<file path="src/rtl/frame_scheduler.sv">
// ---------------------------------------------------------------------------
// frame_scheduler
//
// Walks the frame_tracker through one full scan of the cell grid for every
// game frame. Each cell that the tracker reports as changed is captured into
// a one-entry valid/ready buffer for the LCD draw engine. The scan stalls
// whenever that buffer is full and the draw engine is not accepting.
//
// Optional feature macro: FRAME_SKIP_CNT_EN
//   When defined, adds a saturating count of game ticks that were merged
//   into an already-pending frame request (skip_cnt). The count clears when
//   frame_done pulses.
//
// Ports:
//   clk          system clock
//   nrst         synchronous, active-high reset
//   game_tick    one-cycle pulse: a new game frame is ready to scan
//   redraw_all   sampled with game_tick: clear tracker memory before the scan
//   trk_x/trk_y  tracker current cell position
//   trk_code     tracker object code at the current cell
//   trk_diff     tracker reports the current cell changed
//   trk_enable   advance the tracker by one cell
//   trk_sync     clear the tracker frame memory
//   draw_valid   draw request pending
//   draw_ready   draw engine accepts the pending request
//   draw_x/y     cell position of the pending request
//   draw_code    object code of the pending request
//   busy         scheduler is working on a frame
//   frame_done   one-cycle pulse: frame scanned and buffer drained
//   align_err    sticky: a scan started with the tracker not at (0,0)
//   skip_cnt     (FRAME_SKIP_CNT_EN only) dropped-frame counter
// ---------------------------------------------------------------------------
module frame_scheduler #(
  parameter int CELLS_X = 16,
  parameter int CELLS_Y = 12,
  parameter int CNT_W   = 8
) (
  input  logic       clk,
  input  logic       nrst,
  input  logic       game_tick,
  input  logic       redraw_all,
  input  logic [3:0] trk_x,
  input  logic [3:0] trk_y,
  input  logic [2:0] trk_code,
  input  logic       trk_diff,
  output logic       trk_enable,
  output logic       trk_sync,
  output logic       draw_valid,
  input  logic       draw_ready,
  output logic [3:0] draw_x,
  output logic [3:0] draw_y,
  output logic [2:0] draw_code,
  output logic       busy,
  output logic       frame_done,
  output logic       align_err
`ifdef FRAME_SKIP_CNT_EN
  ,
  output logic [7:0] skip_cnt
`endif
);

  localparam logic [CNT_W-1:0] LAST_CELL = CNT_W'(CELLS_X * CELLS_Y - 1);

  typedef enum logic [2:0] {
    IDLE,
    CLEAR,
    SCAN,
    DRAIN,
    DONE
  } state_t;

  state_t           state;
  logic [CNT_W-1:0] cell_cnt;
  logic             pending;
  logic             pending_redraw;

  logic             start_frame;
  logic             start_redraw;
  logic             accept;
  logic             load;

  // A frame starts from IDLE on a live tick or on a tick remembered while
  // busy. A redraw request from either source forces the CLEAR step.
  assign start_frame  = game_tick | pending;
  assign start_redraw = (game_tick & redraw_all) | (pending & pending_redraw);

  // The tracker may only advance when the buffer has room this cycle, either
  // because it is empty or because its current entry is being accepted.
  assign accept     = draw_valid & draw_ready;
  assign trk_enable = (state == SCAN) & (~draw_valid | draw_ready);
  assign load       = trk_enable & trk_diff;

  // Frame sequencing, pending-tick bookkeeping and registered status flags.
  always_ff @(posedge clk) begin
    if (nrst) begin
      state          <= IDLE;
      cell_cnt       <= '0;
      pending        <= 1'b0;
      pending_redraw <= 1'b0;
      trk_sync       <= 1'b0;
      frame_done     <= 1'b0;
      busy           <= 1'b0;
      align_err      <= 1'b0;
    end else begin
      trk_sync   <= 1'b0;
      frame_done <= 1'b0;

      // Ticks that arrive while busy collapse into one pending request.
      if ((state != IDLE) && game_tick) begin
        pending        <= 1'b1;
        pending_redraw <= pending_redraw | redraw_all;
      end

      case (state)
        IDLE: begin
          if (start_frame) begin
            pending        <= 1'b0;
            pending_redraw <= 1'b0;
            busy           <= 1'b1;
            if (start_redraw) begin
              state    <= CLEAR;
              trk_sync <= 1'b1;
            end else begin
              state <= SCAN;
            end
          end
        end

        CLEAR: begin
          state <= SCAN;
        end

        SCAN: begin
          // The buffer is always empty when SCAN is entered, so the first
          // cell is always enabled and cell_cnt==0 marks the first cycle.
          if ((cell_cnt == '0) && ((trk_x != 4'd0) || (trk_y != 4'd0))) begin
            align_err <= 1'b1;
          end
          if (trk_enable) begin
            if (cell_cnt == LAST_CELL) begin
              cell_cnt <= '0;
              state    <= DRAIN;
            end else begin
              cell_cnt <= cell_cnt + 1'b1;
            end
          end
        end

        DRAIN: begin
          // Leave as soon as the buffer is empty or empties on this edge.
          if (~draw_valid | draw_ready) begin
            state      <= DONE;
            frame_done <= 1'b1;
          end
        end

        DONE: begin
          state <= IDLE;
          busy  <= 1'b0;
        end

        default: begin
          state <= IDLE;
        end
      endcase
    end
  end

  // One-entry draw buffer. A reload takes priority over a plain accept so a
  // simultaneous accept-and-load keeps the entry valid with the new cell.
  always_ff @(posedge clk) begin
    if (nrst) begin
      draw_valid <= 1'b0;
      draw_x     <= 4'd0;
      draw_y     <= 4'd0;
      draw_code  <= 3'd0;
    end else if (load) begin
      draw_valid <= 1'b1;
      draw_x     <= trk_x;
      draw_y     <= trk_y;
      draw_code  <= trk_code;
    end else if (accept) begin
      draw_valid <= 1'b0;
    end
  end

`ifdef FRAME_SKIP_CNT_EN
  // Counts ticks that land on an already-pending request (a dropped frame).
  // Clearing on frame_done wins over a coincident increment.
  always_ff @(posedge clk) begin
    if (nrst) begin
      skip_cnt <= 8'd0;
    end else if (frame_done) begin
      skip_cnt <= 8'd0;
    end else if (game_tick && pending && (skip_cnt != 8'hFF)) begin
      skip_cnt <= skip_cnt + 8'd1;
    end
  end
`endif

endmodule

</file>
<file path="config.mk">
export PLATFORM = sky130hd
export DESIGN_NAME = frame_scheduler
export DESIGN_NICKNAME = d
export VERILOG_FILES = /design/src/rtl/frame_scheduler.sv
export SDC_FILE = /design/constraint.sdc
export NUM_CORES = 1
export LEC_CHECK = 0
export BUFFER_PORTS_ARGS = -buffer_cell sky130_fd_sc_hd__buf_2
export CAP_MARGIN = 10
export CELL_PAD_IN_SITES_DETAIL_PLACEMENT = 2
export CELL_PAD_IN_SITES_GLOBAL_PLACEMENT = 2
export CORE_ASPECT_RATIO = 0.7
export CORE_MARGIN = 3
export CORE_UTILIZATION = 27
export CTS_CLUSTER_SIZE = 28
export DETAILED_ROUTE_END_ITERATION = 8
export GPL_ROUTABILITY_DRIVEN = 0
export MAX_ROUTING_LAYER = met4
export PLACE_DENSITY_LB_ADDON = 0.25
export SYNTH_ARGS = -nofsm -noshare
export SYNTH_HDL_FRONTEND = slang
export SYNTH_SLANG_ARGS = --single-unit
</file>
<file path="constraint.sdc">
create_clock -name clk -period 1.56 [get_ports clk]
set_input_delay 0.312 -clock clk [delete_from_list [all_inputs] [get_ports clk]]
set_output_delay 0.312 -clock clk [all_outputs]
set_load 0.05 [all_outputs]
</file>
==> PnR_summary.wiki <==
{| class="wikitable"
! Metric !! Value
|-
| Post-synth net total || 156
|-
| Post-synthesis sequential area ratio || 0.465
|-
| Growth of design area from synthesis to finish || 38.8%
|-
| Total leakage power || 0.806 nW
|-
| Portion of synthesized cell area occupied by the leading cell type || 0.465
|-
| Largest area contributor in the synthesized netlist || dfxtp_1
|-
| Die span in x || 87.3 um
|-
| Total clock buffers created by CTS || 5
|-
| HPWL Detailed || 2950 um
|-
| Net count reported at finish || 203
|-
| Via total after detailed routing || 1,162
|-
| Largest vdd supply drop || 0.000560 V
|-
| Number of DRC markers in iteration 0 || 38
|-
| Startpoint kind of the worst setup timing path || flop
|-
| Dominant register cell in the synthesized netlist || dfxtp_1
|-
| Std-Cell Core Area || 4400 um^2
|-
| Worst setup path class || flop to output pin
|-
| Startpoint of the worst-slack reg-to-reg timing path || state[2]
|-
| Timing-limited maximum frequency || 0.654 GHz
|-
| Hold buffers post-CTS || 0
|-
| First drt pass iteration count || 4
|-
| Total number of placement rows || 20
|-
| Count of pins over their slew limit || 0
|-
| Sequential Area || 586 um^2
|-
| Max-Slew Margin vs Limit || 0.696
|-
| Antenna violation net count after detailed routing || 0
|-
| Worst Path Required || 1.25 ns
|-
| Most frequent cells after synthesis || dfxtp_1, nor2_1, mux2i_1
|-
| Unrepaired setup endpoints after global routing || yes
|-
| Clock Latency Late Sink || 0.28 ns
|-
| Transition at the pin with the smallest max-transition slack || 0.455 ns
|-
| DIE AREA || 5490 um^2
|-
| Max-cap check violation count || 0
|-
| Depth of the most critical reg-to-reg path || 6
|-
| Area share of fa/ha/maj cells after synthesis || 0.0200
|-
| Share of layout cells above drive strength 1 || 0.368
|-
| Num Clock Sinks || 29
|-
| Global-route wire length before repair || 6620 um
|-
| Status || finished, final reports clean
|-
| Count of inserted antenna diode cells || 0
|-
| Total area of multi-input combinational cells || 622 um^2
|-
| Post-synth ARST share || 0
|-
| Antenna violations before repair || 0
|-
| Worst Hold Slack || 0.274 ns
|-
| Fraction of synthesized cell area in xor and xnor cells || 0.0210
|-
| Pin count of the biggest net entering global routing || 15
|-
| Clock Pin Slew Worst Setup and Hold Paths || 0.07 ns
|-
| Number of enable-type register cells in the synthesized netlist || 0
|-
| Total overflow reported by the global router || 0
|-
| Mean cell area of the mapped netlist || 9.11 um^2
|-
| Worst min-delay path class || input port to flop
|-
| Terminus of the critical flop-to-flop path || cell_cnt[4]
|-
| Total standard cell area after synthesis || 1250 um^2
|-
| # IOs || 34
|-
| Number of buffers between clock root and the deepest sink || 2
|-
| Number of endpoints with negative hold slack in the final report || 0
|-
| Simple logic cell fraction of the synthesized area || 0.228
|-
| GRT Util Overall || 0.161
|-
| Worst-case hold path end point || draw_code[1]
|-
| Data arrival time of the worst path || 1.22 ns
|-
| Clock tree from TritonCTS || built
|-
| Cell at the root of the clock tree || clkbuf_8
|-
| Flop and latch count out of synthesis || 29
|-
| Nature of the critical path endpoint || output pin
|-
| Dominant combinational cell family by area after synthesis || simple AND/OR/NAND/NOR gates
|-
| Distinct cell type count after synthesis || 33
|-
| Max Clock Skew || 0.00396 ns
|-
| Min-delay src || trk_code[1]
|-
| Final WL || 3940 um
|-
| Starting density of the core || 0.284
|-
| Pre-CTS setup slack || 0.0510 ns
|-
| Layout fillers || 508
|-
| Cell count of the worst hold path || 3
|-
| Number of global-route vias before repair || 1,313
|-
| Final Setup Violations || 0
|-
| Compound-cell area share of the yosys netlist || 0.127
|-
| Largest cells by area after synthesis || dfxtp_1, mux2i_1, nor2_1, a21oi_1, nand3_1
|-
| Number of standard cells after synthesis || 137
|-
| Floorplan die height || 62.9 um
|-
| Most frequent cell after synthesis || dfxtp_1
|-
| Crit path time final || 1.53 ns
|-
| DRC violations left || 0
|-
| Synthesis warning total || 0
|-
| Setup WS post-layout || 0.0305 ns
|-
| Average wire length per cell after detail routing || 16.4 um
|-
| Biggest fanout along the worst timing path || 3
|-
| Period utilization || 0.980
|-
| Port Buffers || 33
|-
| Proportion of synthesized area in mux cells || 0.0882
|-
| Power per standard cell area || 1520 nW/um^2
|-
| Maximum level of the CTS H-tree || 2
|-
| DR vias/cell || 4.84
|-
| Setup slack on the worst flop-to-flop path || 0.07 ns
|}
-- through the flow --
stage               cell area [um^2]  std cells  total power, mW   util  TNS (ns)
detailed placement              1540        229             1.64  0.350         0
finish                          1730        240             2.63  0.393         0
global placement                1540        229             1.61  0.350         0
floorplan                       1250        137             1.40      -   -0.0264
global route                    1730        240             2.78  0.393   -0.0755
CTS                             1690        238             2.62  0.385         0
-- cell type report --
| type | count | area share |
|---|---|---|
| Inverter | 5 | 0.0108 |
| Clock inverter | 3 | 0.0375 |
| Timing Repair Buffer | 48 | 0.175 |
| Sequential cell | 29 | 0.338 |
| Tap cell | 55 | 0.0397 |
| Multi-Input combinational cell | 95 | 0.359 |
| Clock buffer | 5 | 0.0397 |
-- cells in the final DEF, fill, tap and decap left out, types with 4 or more instances in the layout --
master,Yosys,final
a21oi_1,10,9
buf_2,2,32
buf_4,1,13
clkbuf_8,0,5
dfxtp_1,29,25
dfxtp_2,0,4
inv_1,5,4
mux2i_1,11,11
nand2_1,8,7
nand3_1,7,5
nor2_1,18,18
nor3_1,7,7
o21ai_0,5,5
or3_1,5,5
-- timing repair --
| action | in CTS | in global routing |
|---|---|---|
| pin swaps | 0 | 1 |
| setup buffers | 1 | 2 |
| gates resized for setup | 4 | 8 |
| endpoints found under the setup margin | 1 | 16 |
-- how the worst max path moves through the flow --
stage | end | cells past startpoint | startpoint | slack [ns]
2_1_floorplan | trk_enable | 4 | state[2] | -0.03
3_3_place_gp | draw_y[1] | 6 | state[0] | 0.14
3_5_place_dp | cell_cnt[3] | 5 | draw_ready | 0.05
4_1_cts | trk_enable | 4 | state[1] | 0.003
5_1_grt | trk_enable | 4 | state[2] | -0.05
6_report | trk_enable | 4 | state[2] | 0.03
-- kinds of logic after synthesis --
| group | Yosys count |
|---|---|
| xor gates and xnor gates | 3 |
| muxes | 11 |
| AOI/OAI and AO/OA | 23 |
| buffers and inverters | 13 |
| and+or+nand+nor | 56 |
| adders and majority gates | 2 |
| DFF | 29 |
-- worst max-delay path, stage by stage (launching register included) --
cell	delay [ns]
dfxtp_2	0.34
nor3b_4	0.24
nand2_2	0.12
inv_2	0.09
buf_8	0.14
-- report_power, final --
part	total [mW]	internal, mW	switching [mW]
Clock	0.936	0.634	0.302
Sequential	0.885	0.827	0.0584
Combinational	0.809	0.321	0.488
-- sequential cells by signal, indices dropped and copies added, names as in the netlist, 3 cells and up --
| register | count |
|---|---|
| draw_y | 4 |
| draw_code | 3 |
| state | 3 |
| draw_x | 4 |
| cell_cnt | 8 |
-- routing by layer --
metal	wire, um	GRT usage	vias to the layer above	part of all wire
met1	2000	0.220	562	0.51
met3	112	0.0395	4	0.028
met2	1800	0.235	23	0.46
li1	-	-	573	-
met4	29	0.0421	0	0.0074
met5	0	-	-	0
No activity file was read; power rests on OpenSTA's default activity.
